[src/rtl/change_dispenser.sv]
// ============================================================================
// Module   : change_dispenser
// Brief    : Greedy coin payout FSM with per-denomination refillable inventory.
// Revision : 1.0
// ============================================================================
`default_nettype none

module change_dispenser #(
  parameter int AMT_W      = 9,
  parameter int INV_W      = 8,
  parameter int INIT_COUNT = 10
) (
  input  logic             clk,
  input  logic             reset,
  input  logic             start,
  input  logic [AMT_W-1:0] change_amount,
  output logic             busy,
  output logic [2:0]       coin_code,
  output logic             coin_valid,
  input  logic             coin_ready,
  output logic             done,
  output logic             short_change,
  output logic [AMT_W-1:0] remaining,
  input  logic             refill_en,
  input  logic [2:0]       refill_code,
  input  logic [INV_W-1:0] refill_count
);

  localparam int         C_NUM_DENOM = 5;
  localparam [INV_W-1:0] C_INIT_INV  = INV_W'(INIT_COUNT);

  typedef enum logic [1:0] {
    S_IDLE   = 2'd0,
    S_SELECT = 2'd1,
    S_ISSUE  = 2'd2,
    S_DONE   = 2'd3
  } state_t;

  state_t           r_state;
  logic [INV_W-1:0] r_inv [C_NUM_DENOM];

  logic             w_sel_found;
  logic [2:0]       w_sel_code;
  logic [INV_W-1:0] w_refill_cur;
  logic [INV_W:0]   w_refill_full;
  logic [INV_W-1:0] w_refill_sat;

  function automatic logic [AMT_W-1:0] coin_value(input logic [2:0] code);
    case (code)
      3'd1:    coin_value = AMT_W'(5);
      3'd2:    coin_value = AMT_W'(10);
      3'd3:    coin_value = AMT_W'(25);
      3'd4:    coin_value = AMT_W'(50);
      3'd5:    coin_value = AMT_W'(100);
      default: coin_value = '0;
    endcase
  endfunction

  // Scanning from the smallest upward lets the largest qualifying coin win.
  always_comb begin
    w_sel_found = 1'b0;
    w_sel_code  = 3'd0;
    for (int i = 0; i < C_NUM_DENOM; i++) begin
      if (r_inv[i] != '0 && coin_value(3'(i + 1)) <= remaining) begin
        w_sel_found = 1'b1;
        w_sel_code  = 3'(i + 1);
      end
    end
  end

  always_comb begin
    w_refill_cur = '0;
    for (int i = 0; i < C_NUM_DENOM; i++) begin
      if (refill_code == 3'(i + 1)) w_refill_cur = r_inv[i];
    end
    w_refill_full = {1'b0, w_refill_cur} + {1'b0, refill_count};
    w_refill_sat  = w_refill_full[INV_W] ? '1 : w_refill_full[INV_W-1:0];
  end

  always_ff @(posedge clk or posedge reset) begin
    if (reset) begin
      r_state      <= S_IDLE;
      busy         <= 1'b0;
      coin_code    <= 3'd0;
      coin_valid   <= 1'b0;
      done         <= 1'b0;
      short_change <= 1'b0;
      remaining    <= '0;
      for (int i = 0; i < C_NUM_DENOM; i++) r_inv[i] <= C_INIT_INV;
    end else begin
      case (r_state)
        S_IDLE: begin
          if (start) begin
            remaining    <= change_amount;
            short_change <= 1'b0;
            busy         <= 1'b1;
            r_state      <= S_SELECT;
          end else if (refill_en) begin
            for (int i = 0; i < C_NUM_DENOM; i++) begin
              if (refill_code == 3'(i + 1)) r_inv[i] <= w_refill_sat;
            end
          end
        end
        S_SELECT: begin
          if (remaining != '0 && w_sel_found) begin
            coin_code  <= w_sel_code;
            coin_valid <= 1'b1;
            r_state    <= S_ISSUE;
          end else begin
            short_change <= (remaining != '0);
            done         <= 1'b1;
            busy         <= 1'b0;
            r_state      <= S_DONE;
          end
        end
        S_ISSUE: begin
          if (coin_ready) begin
            for (int i = 0; i < C_NUM_DENOM; i++) begin
              if (coin_code == 3'(i + 1)) r_inv[i] <= r_inv[i] - INV_W'(1);
            end
            remaining  <= remaining - coin_value(coin_code);
            coin_valid <= 1'b0;
            r_state    <= S_SELECT;
          end
        end
        S_DONE: begin
          done    <= 1'b0;
          r_state <= S_IDLE;
        end
        default: r_state <= S_IDLE;
      endcase
    end
  end

endmodule

`default_nettype wire

[config.mk]
export PLATFORM = sky130hd
export DESIGN_NAME = change_dispenser
export DESIGN_NICKNAME = d
export VERILOG_FILES = /design/src/rtl/change_dispenser.sv
export SDC_FILE = /design/constraint.sdc
export NUM_CORES = 1
export LEC_CHECK = 0
export ABC_AREA = 1
export CAP_MARGIN = 20
export CELL_PAD_IN_SITES_DETAIL_PLACEMENT = 0
export CELL_PAD_IN_SITES_GLOBAL_PLACEMENT = 1
export CORE_UTILIZATION = 43
export CTS_CLUSTER_DIAMETER = 100
export DETAILED_ROUTE_END_ITERATION = 10
export HOLD_SLACK_MARGIN = 0.15
export PLACE_DENSITY_LB_ADDON = 0.1
export SLEW_MARGIN = 30
export SYNTH_ARGS = -nofsm -noshare
export SYNTH_HDL_FRONTEND = slang
export SYNTH_SLANG_ARGS = --single-unit
export TNS_END_PERCENT = 50
[constraint.sdc]
create_clock -name clk -period 3.04 [get_ports clk]
set_input_delay 0.304 -clock clk [delete_from_list [all_inputs] [get_ports clk]]
set_output_delay 0.304 -clock clk [all_outputs]
set_load 0.1 [all_outputs]
==> run metrics, run 1 <==
sequential share of the synthesized area 30.7%; final slew viol count 0; count of unique library cells instantiated by Yosys 42; Tmin final 2.84 ns; Data arrival, critical path 3.07 ns; final wirelength 14200 µm; total of warnings raised by yosys 0; die span in y 107 µm; required time reported for the critical path endpoint 3.27 ns; half-perimeter wire length after detailed placement 11100 µm; maximum buffer depth of the clock tree 2; leakage dissipation 2.94 nW; Worst VDD drop 0.000834 V; most instantiated flip-flop cell in the synthesis netlist dfrtp_1; Max Cap Violations 0; least setup slack across all paths after layout 0.205 ns; total nets after synthesis 745; number of failing hold endpoints at the final stage 0; Root Driver clkbuf_8; startpoint of the lowest-slack register-to-register path r_inv[35]; clock slew at reported path FFs 0.07 ns; Syn Inst Count 694; HP Class input port to async pin; Overflow after GRT 0; fraction of final layout cells with drive strength greater than 1 15.6%; number of design-rule violations left by the first detailed-router iteration 339; worst clock skew 0.0114 ns; TritonCTS clock tree done; routed length per placed instance 15.5 µm; crit path cell chain clkdlybuf4s50_1, inv_1, buf_4, nand3_2, buf_4, o221ai_1, o21ai_1, o221ai_1, ha_1, a21oi_1, nand2_2, a21oi_4, nand3_1, nand2_1, buf_4, a21boi_0; class of the most critical setup path input port to register; core area 10800 µm²; Max-slew headroom 35.6%; Hold WS 0.319 ns; library cell contributing the largest single delay on the critical path clkdlybuf4s50_1; clock sink count 58; Slew @ Worst Pin 0.962 ns; element type at the critical path end register; FF-to-FF path depth 12; wire length of the first global-routing pass 23300 µm; area of all placed cells without fillers 5790 µm²; vias in the first global route 4648; beginning of the critical path refill_code[1]; quantity of hold-fixing buffers added after cts 0; H-tree depth 3; pin count of the biggest net entering global routing 38; io pins 41; insertion delay of the later-clocked pin in the worst-skew pair 0.35 ns; Worst setup endpoint r_inv[13]; Post-CTS Setup Repair Bufs 0; EDFF count, synth 0; horizontal extent of the die 107 µm; flip-flop and latch count after synthesis 58; maximum single-stage delay on the critical path 0.47 ns; CP top delay family compound AO/OA/AOI/OAI gates; ANT cells 0; placed standard-cell area 5570 µm²; power density of the placed cells 1190 nW/µm²; initial core utilization 44.0%; result of the run finished, final reports clean; end of the worst register-to-register path r_inv[13]; Peak Freq 353 MHz; total number of nets in the final design 827; count of antenna-violating nets left after detailed routing 0; filler instances 1126; antenna violations before repair 0; register-to-register path setup slack 0.43 ns; drt first pass iters 5; Avg Synthesized Cell Area 6.87 µm²; Mapped Area 4770 µm²; count of buffers inserted at the top-level ports 40; CP Max Fanout 8; total via count in the routed design 4904; final cycle utilization of the critical path 93.3%; setup slack after placement -0.492 ns; Most common cell on crit path buf_4; row cnt 38; routed vias/inst 5.32; async set-reset flop share out of synthesis 100%; Final GP Congestion 0.893; Critical Path Source Type input port; die outline area 11500 µm²; area growth from synthesis to layout 21.3%; GRT Overall Usage 26.5%; number of CTS-inserted buffers 9; DRC 0; total buffers and inverters traversed by the critical path 5; setup violators final 0; final design utilization 53.4%; Stages on worst setup path 16; total negative slack 0 ns
==> worst register-to-register path, stage by stage (launching register included) <==
cell and delay, ns:
dfstp_2 0.54, inv_1 0.09, o221ai_1 0.26, o21ai_1 0.15, o221ai_1 0.12, ha_1 0.32, a21oi_1 0.21, nand2_2 0.12
a21oi_4 0.24, nand3_1 0.11, nand2_1 0.11, buf_4 0.15, a21boi_0 0.08
==> power by group <==
part	internal [mW]	total [mW]	switching [mW]
logic	1.55	4.71	3.16
registers	1.17	1.53	0.357
clock network	0.340	0.666	0.326
total	3.06	6.91	3.85
==> sequential cells by signal, indices dropped and copies added, names as in the netlist <==
register / count
short_change: 1
busy: 1
coin_code: 3
done: 1
r_inv: 40
r_state: 2
coin_valid: 1
remaining: 9
==> placed cells by master (no fill, tap or decap), types with 7 or more instances in the layout <==
| cell | Yosys | final |
|---|---|---|
| dfstp_2 | 10 | 10 |
| clkbuf_8 | 0 | 11 |
| buf_4 | 3 | 56 |
| inv_1 | 93 | 92 |
| a22oi_1 | 19 | 19 |
| nand2_2 | 6 | 9 |
| or2_2 | 7 | 7 |
| nand2_1 | 160 | 156 |
| nand4_1 | 12 | 12 |
| ha_1 | 24 | 24 |
| nand3_1 | 48 | 48 |
| dfrtp_1 | 48 | 48 |
| a21boi_1 | 5 | 7 |
| a21oi_1 | 54 | 51 |
| o221ai_1 | 15 | 14 |
| nor2_1 | 87 | 87 |
| o21ai_0 | 39 | 33 |
| clkdlybuf4s50_1 | 0 | 27 |
| o21ai_1 | 1 | 7 |
| xor2_1 | 9 | 9 |
==> cell families (layout without fill, tap and decap cells) <==
logic type | count (synthesis) | count (layout) | synth area share, %
simple gates | 334 | 334 | 30.6
fa+ha+maj | 26 | 26 | 7.13
flops | 58 | 58 | 30.7
buf+inv | 111 | 198 | 9.76
compound gates | 155 | 155 | 20.0
xor+xnor | 10 | 10 | 1.84
==> timing repair <==
item / 4_1_cts / 5_1_grt
gates resized for setup: 2 / 20
cloned: 0 / 0
endpoints found under the setup margin: 34 / 40
pin swaps: 0 / 2
==> worst min path at each step <==
stage / slack [ns] / from / endpoint
2_1_floorplan: 0.46 / start / busy
3_3_place_gp: 0.46 / busy / busy
3_5_place_dp: 0.46 / busy / busy
4_1_cts: 0.33 / reset / r_inv[32]
5_1_grt: 0.37 / reset / r_inv[24]
6_report: 0.32 / reset / r_inv[24]
==> cell type report <==
class | instances | area [µm²] | share of cell area (%)
multi-input cells | 525 | 2890 | 49.9
flip-flops and latches | 58 | 1460 | 25.3
repair buffers | 85 | 719 | 12.4
inverters | 97 | 364 | 6.29
well taps | 140 | 175 | 3.03
clock buffers | 14 | 163 | 2.81
clock inverters | 2 | 12.5 | 0.216
==> routing by layer <==
metal / vias up / GRT usage, % / wire length [µm]
li1: 2477 / - / -
met1: 2280 / 34.1 / 6390
met2: 121 / 44.8 / 6930
met3: 26 / 4.48 / 557
met4: 0 / 9.39 / 359
met5: - / 0 / 0
==> metrics by stage <==
stage,power [mW],cells
global placement,6.11,905
finish,6.91,921
floorplan,4.89,694
CTS,6.87,921
global route,7.55,921
detailed placement,6.17,905
==> synthesized netlist by cell type, drive strengths merged, types with 3 or more instances <==
| cell type | n | share of area, % |
|---|---|---|
| a21boi | 12 | 2.0 |
| a21oi | 57 | 6.2 |
| a22oi | 20 | 3.3 |
| buf | 13 | 2.0 |
| dfrtp | 48 | 25 |
| dfstp | 10 | 5.5 |
| ha | 24 | 6.3 |
| inv | 97 | 7.6 |
| nand2 | 167 | 14 |
| nand3 | 52 | 6.2 |
| nand4 | 12 | 1.6 |
| nor2 | 91 | 7.7 |
| nor3 | 3 | 0.31 |
| o211ai | 3 | 0.47 |
| o21ai | 40 | 4.2 |
| o221ai | 15 | 2.8 |
| or2 | 7 | 0.92 |
| xor2 | 9 | 1.7 |
Note: power is estimated with default switching activity, not from simulation.
==> run 2, diff against run 1 <==
- CORE_MARGIN: unset -> 4
==> run 2 against run 1 <==
Net effect: worst setup slack worse by 0.040 ns; via count barely moved; clock power up 24%; fmax shrank 1.4%; non-clock buffer count is 1 higher; cell count is 0.11% higher; core utilization grew 0.13 points; sequential power is essentially flat; combinational power is 1% lower; worst hold slack worse by 0.10 ns; critical path type unchanged; critical endpoint is now r_inv[22]; clock skew grew 0.0036 ns; flip-flop and latch count is the same.
==> run metrics, run 2 (synthesized netlist as in run 1, its figures left out) <==
least setup slack across all paths after layout 0.164 ns; H-tree depth 3; class of the most critical setup path input port to register; met3 WL post-DR 648 µm; core area 10800 µm²; DRC 0; final wirelength 14200 µm; Root Driver clkbuf_8; setup violators final 0; count of buffers inserted at the top-level ports 40; Critical Path Source Type input port; required time reported for the critical path endpoint 3.30 ns; number of failing hold endpoints at the final stage 0; die outline area 12800 µm²; final design utilization 53.5%; Tmin final 2.88 ns; power density of the placed cells 1210 nW/µm²; wl on met1 6370 µm; total negative slack 0 ns; Slew @ Worst Pin 0.962 ns; number of CTS-inserted buffers 9; leading cell types in the layout, fill and taps excluded nand2_1 (158), inv_1 (91), nor2_1 (87); Overflow after GRT 0; initial core utilization 44.0%; Largest register FFs 40; register with the highest flop count r_inv; sum of internal, switching and leakage power 7.01 mW; insertion delay of the later-clocked pin in the worst-skew pair 0.35 ns; final cycle utilization of the critical path 94.6%; Data arrival, critical path 3.14 ns; ANT cells 0; CP Max Fanout 5; Post-CTS Setup Repair Bufs 0; total via count in the routed design 4905; pin count of the biggest net entering global routing 32; Final GP Congestion 0.903; most common library cell in the layout ignoring fill and taps nand2_1; vias in the first global route 4730; quantity of hold-fixing buffers added after cts 0; result of the run finished, final reports clean; fraction of final layout cells with drive strength greater than 1 15.6%; GRT Overall Usage 22.7%; unrepaired setup endpoints after global routing no; area of all placed cells without fillers 5800 µm²; drt first pass iters 4; count of antenna-violating nets left after detailed routing 0; row cnt 38; leakage dissipation 2.95 nW; area growth from synthesis to layout 21.6%; io pins 41; maximum buffer depth of the clock tree 2; clock sink count 58; wire length of the first global-routing pass 23300 µm; Max Cap Violations 0; routed length per placed instance 15.4 µm; number of design-rule violations left by the first detailed-router iteration 375; worst clock skew 0.0150 ns; horizontal extent of the die 113 µm; TritonCTS clock tree done; placed standard-cell area 5560 µm²; top routing layer used met4; Max-slew headroom 35.7%; amount of wire on met2 after detailed routing 6870 µm; antenna violations before repair 0; die span in y 113 µm; Worst VDD drop 0.000647 V; total number of nets in the final design 828; Peak Freq 348 MHz; element type at the critical path end register; half-perimeter wire length after detailed placement 11200 µm; HP Class input port to async pin; routed vias/inst 5.32; final slew viol count 0; clock slew at reported path FFs 0.08 ns; setup slack after placement -0.459 ns; largest registers r_inv x40, remaining x9, coin_code x3
==> run 2: changes by cell type in the layout (fill, tap and decap cells not counted), moves of 3 or more <==
cell,before,now
a21oi_1,51,54
a21oi_2,5,2
buf_4,56,59
o21ai_0,33,36
o21ai_1,7,4
==> run 2: area by class of cell <==
type	count	area, µm²
Clock buffer	11	141
Clock inverter	5	77.6
Fill cell	1088	5040
Inverter	97	364
Multi-Input combinational cell	525	2870
Sequential cell	58	1460
Tap cell	140	175
Timing Repair Buffer	86	712
==> run 2: worst paths after layout <==
path | startpoint | end | slack (ns) | depth (start not counted)
worst max-delay path | refill_code[1] | r_inv[22] | 0.16 | 18
worst max register to register | r_inv[32] | r_inv[22] | 0.37 | 15
worst min register to register | busy | busy | 0.48 | 2
max in group asynchronous | reset | r_inv[11] | 2.09 | 3
worst min-delay path | reset | r_inv[24] | 0.22 | 2
min in group clk | busy | busy | 0.48 | 2
==> run 2: per-layer routing <==
layer	up-vias	global-route usage [%]
met5	-	0
met4	0	8.49
met3	23	3.32
li1	2480	-
met1	2273	29.8
met2	129	37.8
==> run 2: per-stage QoR <==
step | hold slack, ns | std cells
global route | 0.239 | 922
CTS | 0.218 | 922
finish | 0.217 | 922
detailed placement | 0.470 | 906
global placement | 0.456 | 906
floorplan | 0.457 | 694
==> run 2: timing repair <==
item                       4_1_cts  5_1_grt
setup endpoints to repair       37       40
gates resized for setup          2       12
pin swaps                        0        1
hold endpoints to repair         0        0
cloned                           0        0
==> run 2: critical path, cell delays in order <==
cell and delay [ns]:
clkdlybuf4s50_1 0.43, inv_2 0.09, buf_4 0.11, nand3_2 0.11, o221ai_2 0.19, o21ai_1 0.11, a21oi_1 0.20, ha_2 0.21
inv_1 0.05, fa_1 0.40, nand3b_1 0.19, nand2_2 0.13, nand3_1 0.10, nand2_1 0.08, nand2_1 0.05, nand3_1 0.06
nand2_1 0.15, a21oi_1 0.18
==> run 2: report_power, final <==
part | internal, mW | leakage (nW) | switching [mW]
Clock | 0.482 | 0.109 | 0.342
Sequential | 1.17 | 0.644 | 0.354
Combinational | 1.52 | 2.20 | 3.14
==> run 3, diff against run 2 <==
- CTS_CLUSTER_SIZE: unset -> 8
==> results of run 3 <==
Final layout, timing and power as in run 2 (identical DEF).
